<file path="src/rtl/vga_timing_gen.sv">
// vga_timing_gen: 640x480@60 raster counters with a registered, pixel-aligned VGA output stage.
// Define VGA_TIMING_TEST_PATTERN_EN to add a test_pattern input that selects 64-px colour bars.
module vga_timing_gen #(
  parameter int H_VISIBLE       = 640,
  parameter int H_FRONT         = 16,
  parameter int H_SYNC          = 96,
  parameter int H_BACK          = 48,
  parameter int V_VISIBLE       = 480,
  parameter int V_FRONT         = 10,
  parameter int V_SYNC          = 2,
  parameter int V_BACK          = 33,
  parameter int SYNC_ACTIVE_LOW = 1
) (
  input  logic        CLOCK_25,
  input  logic        reset,
  input  logic [2:0]  color_in,
`ifdef VGA_TIMING_TEST_PATTERN_EN
  input  logic        test_pattern,
`endif
  output logic [11:0] x,
  output logic [11:0] y,
  output logic        active,
  output logic        frame_start,
  output logic        vga_hs,
  output logic        vga_vs,
  output logic [2:0]  vga_rgb,
  output logic        vga_blank_n
);

  localparam logic [11:0] HV  = 12'(H_VISIBLE);
  localparam logic [11:0] VV  = 12'(V_VISIBLE);
  localparam logic [11:0] HT  = 12'(H_VISIBLE + H_FRONT + H_SYNC + H_BACK);
  localparam logic [11:0] VT  = 12'(V_VISIBLE + V_FRONT + V_SYNC + V_BACK);
  localparam logic [11:0] HSB = 12'(H_VISIBLE + H_FRONT);
  localparam logic [11:0] HSE = 12'(H_VISIBLE + H_FRONT + H_SYNC - 1);
  localparam logic [11:0] VSB = 12'(V_VISIBLE + V_FRONT);
  localparam logic [11:0] VSE = 12'(V_VISIBLE + V_FRONT + V_SYNC - 1);
  localparam logic        POL = (SYNC_ACTIVE_LOW != 0);

  logic [11:0] r_h;
  logic [11:0] r_v;
  logic        r_fs;
  logic        r_hs;
  logic        r_vs;
  logic [2:0]  r_rgb;
  logic        r_bn;

  logic        w_active;
  logic        w_hs_raw;
  logic        w_vs_raw;
  logic [2:0]  w_pix;

  // Raster position: h wraps every line, v advances on each h wrap
  always_ff @(posedge CLOCK_25) begin
    if (reset) begin
      r_h <= '0;
      r_v <= '0;
    end else if (r_h == HT - 12'd1) begin
      r_h <= '0;
      r_v <= (r_v == VT - 12'd1) ? 12'd0 : r_v + 12'd1;
    end else begin
      r_h <= r_h + 12'd1;
    end
  end

  // Decode visibility, 1-based coordinates and raw sync windows
  always_comb begin
    w_active = (r_h < HV) && (r_v < VV);
    w_hs_raw = (r_h >= HSB) && (r_h <= HSE);
    w_vs_raw = (r_v >= VSB) && (r_v <= VSE);
    x        = w_active ? r_h + 12'd1 : 12'd0;
    y        = w_active ? r_v + 12'd1 : 12'd0;
  end

  // Pick the pixel source: external colour or built-in bars
  always_comb begin
    w_pix = color_in;
`ifdef VGA_TIMING_TEST_PATTERN_EN
    if (test_pattern) w_pix = r_h[8:6];
`endif
  end

  // One-cycle output stage keeping colour, blanking and syncs aligned
  always_ff @(posedge CLOCK_25) begin
    if (reset) begin
      r_rgb <= '0;
      r_bn  <= 1'b0;
      r_hs  <= POL;
      r_vs  <= POL;
      r_fs  <= 1'b0;
    end else begin
      r_rgb <= w_active ? w_pix : 3'd0;
      r_bn  <= w_active;
      r_hs  <= w_hs_raw ^ POL;
      r_vs  <= w_vs_raw ^ POL;
      r_fs  <= (r_h == 12'd0) && (r_v == VV);
    end
  end

  assign active      = w_active;
  assign frame_start = r_fs;
  assign vga_hs      = r_hs;
  assign vga_vs      = r_vs;
  assign vga_rgb     = r_rgb;
  assign vga_blank_n = r_bn;

endmodule

</file>
<file path="config.mk">
export PLATFORM = sky130hd
export DESIGN_NAME = vga_timing_gen
export DESIGN_NICKNAME = d
export VERILOG_FILES = /design/src/rtl/vga_timing_gen.sv
export SDC_FILE = /design/constraint.sdc
export NUM_CORES = 1
export LEC_CHECK = 0
export ABC_AREA = 1
export CAP_MARGIN = 10
export CORE_ASPECT_RATIO = 1.75
export CORE_MARGIN = 1
export CORE_UTILIZATION = 51
export DETAILED_ROUTE_END_ITERATION = 7
export PLACE_DENSITY = 0.79
export SYNTH_ARGS = -nofsm -noshare
export SYNTH_HDL_FRONTEND = slang
export SYNTH_SLANG_ARGS = --single-unit
</file>
<file path="constraint.sdc">
create_clock -name CLOCK_25 -period 2.2 [get_ports CLOCK_25]
set_clock_uncertainty 0.05 [all_clocks]
set_input_delay 0.66 -clock CLOCK_25 [delete_from_list [all_inputs] [get_ports CLOCK_25]]
set_output_delay 0.66 -clock CLOCK_25 [all_outputs]
set_load 0.05 [all_outputs]
</file>
==> impl_results.md, run 1 <==
- Root Driver: clkbuf_8
- Area fraction of the dominant cell type after synthesis: 0.3372
- Post-Syn Instances: 280
- Synth area leaders: dfxtp_1 34%, nand2_1 14%, nor2_1 12%
- Sequential fraction of the synthesis area: 0.3372
- Leading area contributor after synthesis: dfxtp_1
- Row cnt: 28
- Top FF cell, synth: dfxtp_1
- Max clock buf depth: 2
- Congestion Overflow GR: 82
- First reported error: [ERROR GRT-0232] Routing congestion too high. Check the congestion heatmap in the GUI.
- # IOs: 37
- Synth Register Bits: 31
- Gpl congestion: 0.9472
- Worst endpoint pin kind: top-level output
- Top-count cell post-synth: nand2_1
- Starting Density: 0.5416
- Largest net degree at the start of global routing: 11
- Num CTS Buffers: 5
- Status: did not finish
- Height of the die: 81.47 um
- Last step reached: 5_1_grt
- Worst_ep grt: y[7]
- Total Routing Usage GR: 0.7816
- Synth cell count leaders: 68 x nand2_1, 60 x nor2_1, 35 x inv_1
- Placed wire-length estimate: 3988 um
- Distinct cells, synth: 29
- Async SR Flop Fraction: 0
- Netlist Area Pre-Place: 0.001841 mm2
- CTS H-tree lvls: 2
- Clock tree sinks: 31
- Number of synthesized flops with an enable pin: 0
- Syn Area/Cell: 6.573 um2
- Placed Instance Area: ~0.0025 mm2
- Dpl ws: 0.03593 ns
- Die W: 47.41 um
- Warnings from Yosys: 0
- PortBufs: 31
cell families after synthesis:
family,synth area share
DFF,0.3372
adders and majority gates,0.02719
AOI/OAI and AO/OA,0.04623
xor gates and xnor gates,0.04759
other,0.002037
and+or+nand+nor,0.4296
buffers and inverters,0.1101
metrics by stage:
stage / util / instances
floorplan: - / 284
global placement: 0.7452 / 373
detailed placement: 0.7452 / 373
CTS: 0.9183 / 415
routing by layer:
layer,track usage,overflow
met5,0,0
met3,0.4571,1
met2,0.9904,35
met4,0.9971,46
met1,0.7360,0
repair_timing:
action | CTS
hold buffers | 0
resized for setup | 83
cloned | 0
setup buffers | 35
pin swaps | 22
endpoints found under the setup margin | 20
==> run 2: changes to the inputs <==
CORE_ASPECT_RATIO = unset   (was 1.75)
CORE_UTILIZATION = 40   (was 51)
PLACE_DENSITY = unset   (was 0.79)
PLACE_DENSITY_LB_ADDON = 0.15   (was unset)
==> run 2 against run 1 <==
  * The flow now finishes, with violations (negative setup slack)
  * Synthesized cell count is the same
  * Synthesized area stayed put
==> impl_results.md, run 2 <==
- CTS tree: yes
- Synth cell count leaders: 68 x nand2_1, 60 x nor2_1, 35 x inv_1
- Top FF cell, synth: dfxtp_1
- Max VDD drop: 0.3737 mV
- Distinct cells, synth: 29 (unchanged)
- Starting Density: 0.4198 (-0.1218)
- Warnings from Yosys: 0 (unchanged)
- Crit path DAT: between 1.5 and 2 ns
- Gpl congestion: 0.9192 (-3.0%)
- F_max: 426.8 MHz
- Util after Layout: 0.6998
- Worst setup endpoint: y[6]
- # IOs: 37 (unchanged)
- Placed wire-length estimate: 3685 um (-7.6%)
- Num CTS Buffers: 5 (unchanged)
- Final worst path period share: 1.065
- Via/cell ratio: 4.985
- Status: finished with violations
- Max FO, Critical Path: 8
- Slew @ Worst Pin: 0.4969 ns
- Filler instances: 340
- Share of layout cells above drive strength 1: 0.4413
- Met2 global-route usage: 0.3825
- Lkg Pwr: 1.264 nW
- Row cnt: 24 (-14%)
- Final setup violation count: 20
- Critical Path RT: 1.49 ns
- Setup ws final: -0.1433 ns
- CTS clock-pin slew for the worst setup and hold paths: 0.08 ns
- Height of the die: 69.83 um (-14%)
- Sequential fraction of the synthesis area: 0.3372 (unchanged)
- # hold bufs at CTS: 0 (unchanged)
- Global-route wire length before repair: 8652 um
- CP endpoint kind: output port
- Crit Path Category: reg2out
- Placed Instance Area: 0.002559 mm2 (+1.0%)
- # diodes: 0
- Remaining DRCs: 0
- RR Startpoint: r_h[11]$_SDFF_PP0_
- Power Dens Cells: 385.8 mW/mm2
- Vias in the first global route: between 1500 and 2000
- R2R depth: 11
- Total Routing Usage GR: 0.2263
- Worst Setup SP: r_h[11]$_SDFF_PP0_
- Routed length per placed instance: between 10 and 15 um
- Die W: 69.83 um (+47%)
- Worst Hold Slack: 0.4141 ns
- Max clock buf depth: 2 (unchanged)
- Core ar.: 0.004384 mm2
- Slew headroom: 0.6677
- Max-Cap Viols: 0
- Clock tree sinks: 31 (unchanged)
- Period minus WS final: 2.343 ns
- P&R area growth vs syn: 66.69%
- Netlist Area Pre-Place: 0.001841 mm2 (unchanged)
- Final wirelength: 5414 um
- Flop-to-flop setup slack: approximately 0.53 ns
- Slew Viols, Final: 0
- Initial DRT Pass Iterations: 4
- GRT met3 Usage: 0.04942
- Area occupied by multi-input gates: approximately 0.0012 mm2
- Congestion Overflow GR: 0
- Commonest non-fill, non-tap cell in the layout: nand2_1
- CP Launch Type: flop
- Failing checks: negative setup slack
- Largest net degree at the start of global routing: 11
- Async SR Flop Fraction: 0 (unchanged)
- Root Driver: clkbuf_8
- Syn Area/Cell: 6.573 um2 (unchanged)
- Final net count: 366
- Synth Register Bits: 31 (unchanged)
- Fin. Hold Viols: 0
- Finished Cell Area: 0.003068 mm2
- Most Crowded Layer GR: met2
- ANT nets after route: 0
- PortBufs: 31 (unchanged)
- CTS H-tree lvls: 2 (unchanged)
- Leading area contributor after synthesis: dfxtp_1
- Synth area leaders: dfxtp_1 34%, nand2_1 14%, nor2_1 12%
- Top-count cell post-synth: nand2_1
- Area fraction of the dominant cell type after synthesis: 0.3372 (unchanged)
- Clock Latency Late Sink: between 0.2 and 0.3 ns
- Reg area: 658.1 um2
- Initial antenna violation count: 0
- RSZ-0062 raised after global routing: yes
- Met1 GRT Util: 0.2893
- Die area: 0.004876 mm2
- Via count: 2044
- Hold Path Class: reg2reg
- Initial DRC count: 151
- RR Endpoint: r_v[10]$_SDFFE_PP0N_
- Commonest non-fill, non-tap cells in the layout: 56 x nand2_1, 38 x nor2_1, 38 x buf_4
- Post-Syn Instances: 280 (unchanged)
- Number of synthesized flops with an enable pin: 0 (unchanged)
## run 2: timing repair
action                                  in CTS  in global routing
endpoints found under the setup margin      20                 20
gates resized for setup                     63                 23
hold endpoints to repair                     0                  0
cloned                                       1                  0
pin swaps                                   11                  9
buffers inserted                            12                  8
## run 2: cells by family after synthesis
group,after synthesis,synth area share
flip-flops,31,0.3372
XOR/XNOR,10,0.04759
buffers and inverters,45,0.1101
AND/OR/NAND/NOR,175,0.4296
other,1,0.002037
adder cells (fa/ha/maj),4,0.02719
AO/OA/AOI/OAI,14,0.04623
## run 2: power by group
part,internal [mW],switching [mW]
logic,0.0606,0.0961
registers,0.566,0.00797
clock network,0.221,0.232
total,0.848,0.336
## run 2: layer usage
layer	part of all wire	up-vias
met5	0	-
met4	0.011	0
met3	0.065	10
met2	0.49	80
met1	0.43	939
li1	-	1015
## run 2: layout make-up
cell class                 count  area share
multi-input combinational    208      0.4033
timing repair buffer          73      0.2822
sequential                    31      0.2145
inverter                      38     0.05098
clock buffer                   6     0.02365
tap                           52     0.02121
clock inverter                 2    0.004078
## run 2: critical path: stages, from the launching register on
cell	delay, ns
dfxtp_2	0.34
nor2_2	0.11
buf_4	0.13
nand2_4	0.05
inv_4	0.07
nand4_4	0.14
buf_12	0.20
a21oi_4	0.15
buf_12	0.15
## run 2: worst min path at each step
| stage | end | from | depth (start not counted) |
|---|---|---|---|
| 6_report | r_h[0]$_SDFF_PP0_ | r_h[0]$_SDFF_PP0_ | 1 |
| 5_1_grt | r_h[0]$_SDFF_PP0_ | r_h[0]$_SDFF_PP0_ | 1 |
| 4_1_cts | r_h[0]$_SDFF_PP0_ | r_h[0]$_SDFF_PP0_ | 1 |
| 3_5_place_dp | r_h[0]$_SDFF_PP0_ | r_h[0]$_SDFF_PP0_ | 1 |
| 3_3_place_gp | r_h[0]$_SDFF_PP0_ | r_h[0]$_SDFF_PP0_ | 1 |
| 2_1_floorplan | r_h[0]$_SDFF_PP0_ | r_h[0]$_SDFF_PP0_ | 1 |
## run 2: metrics by stage
step	std cells	TNS, ns	total power, mW	setup WS [ns]
finish	410	-1.928	1.184	-0.1433
floorplan	284	-0.6762	0.6823	-0.08539
global placement	382	0	0.7317	0.009721
CTS	402	-2.100	1.192	-0.1332
detailed placement	382	-0.009774	0.7336	-0.009774
global route	410	-3.516	1.223	-0.2155
Power figures use the tool's default switching activity.
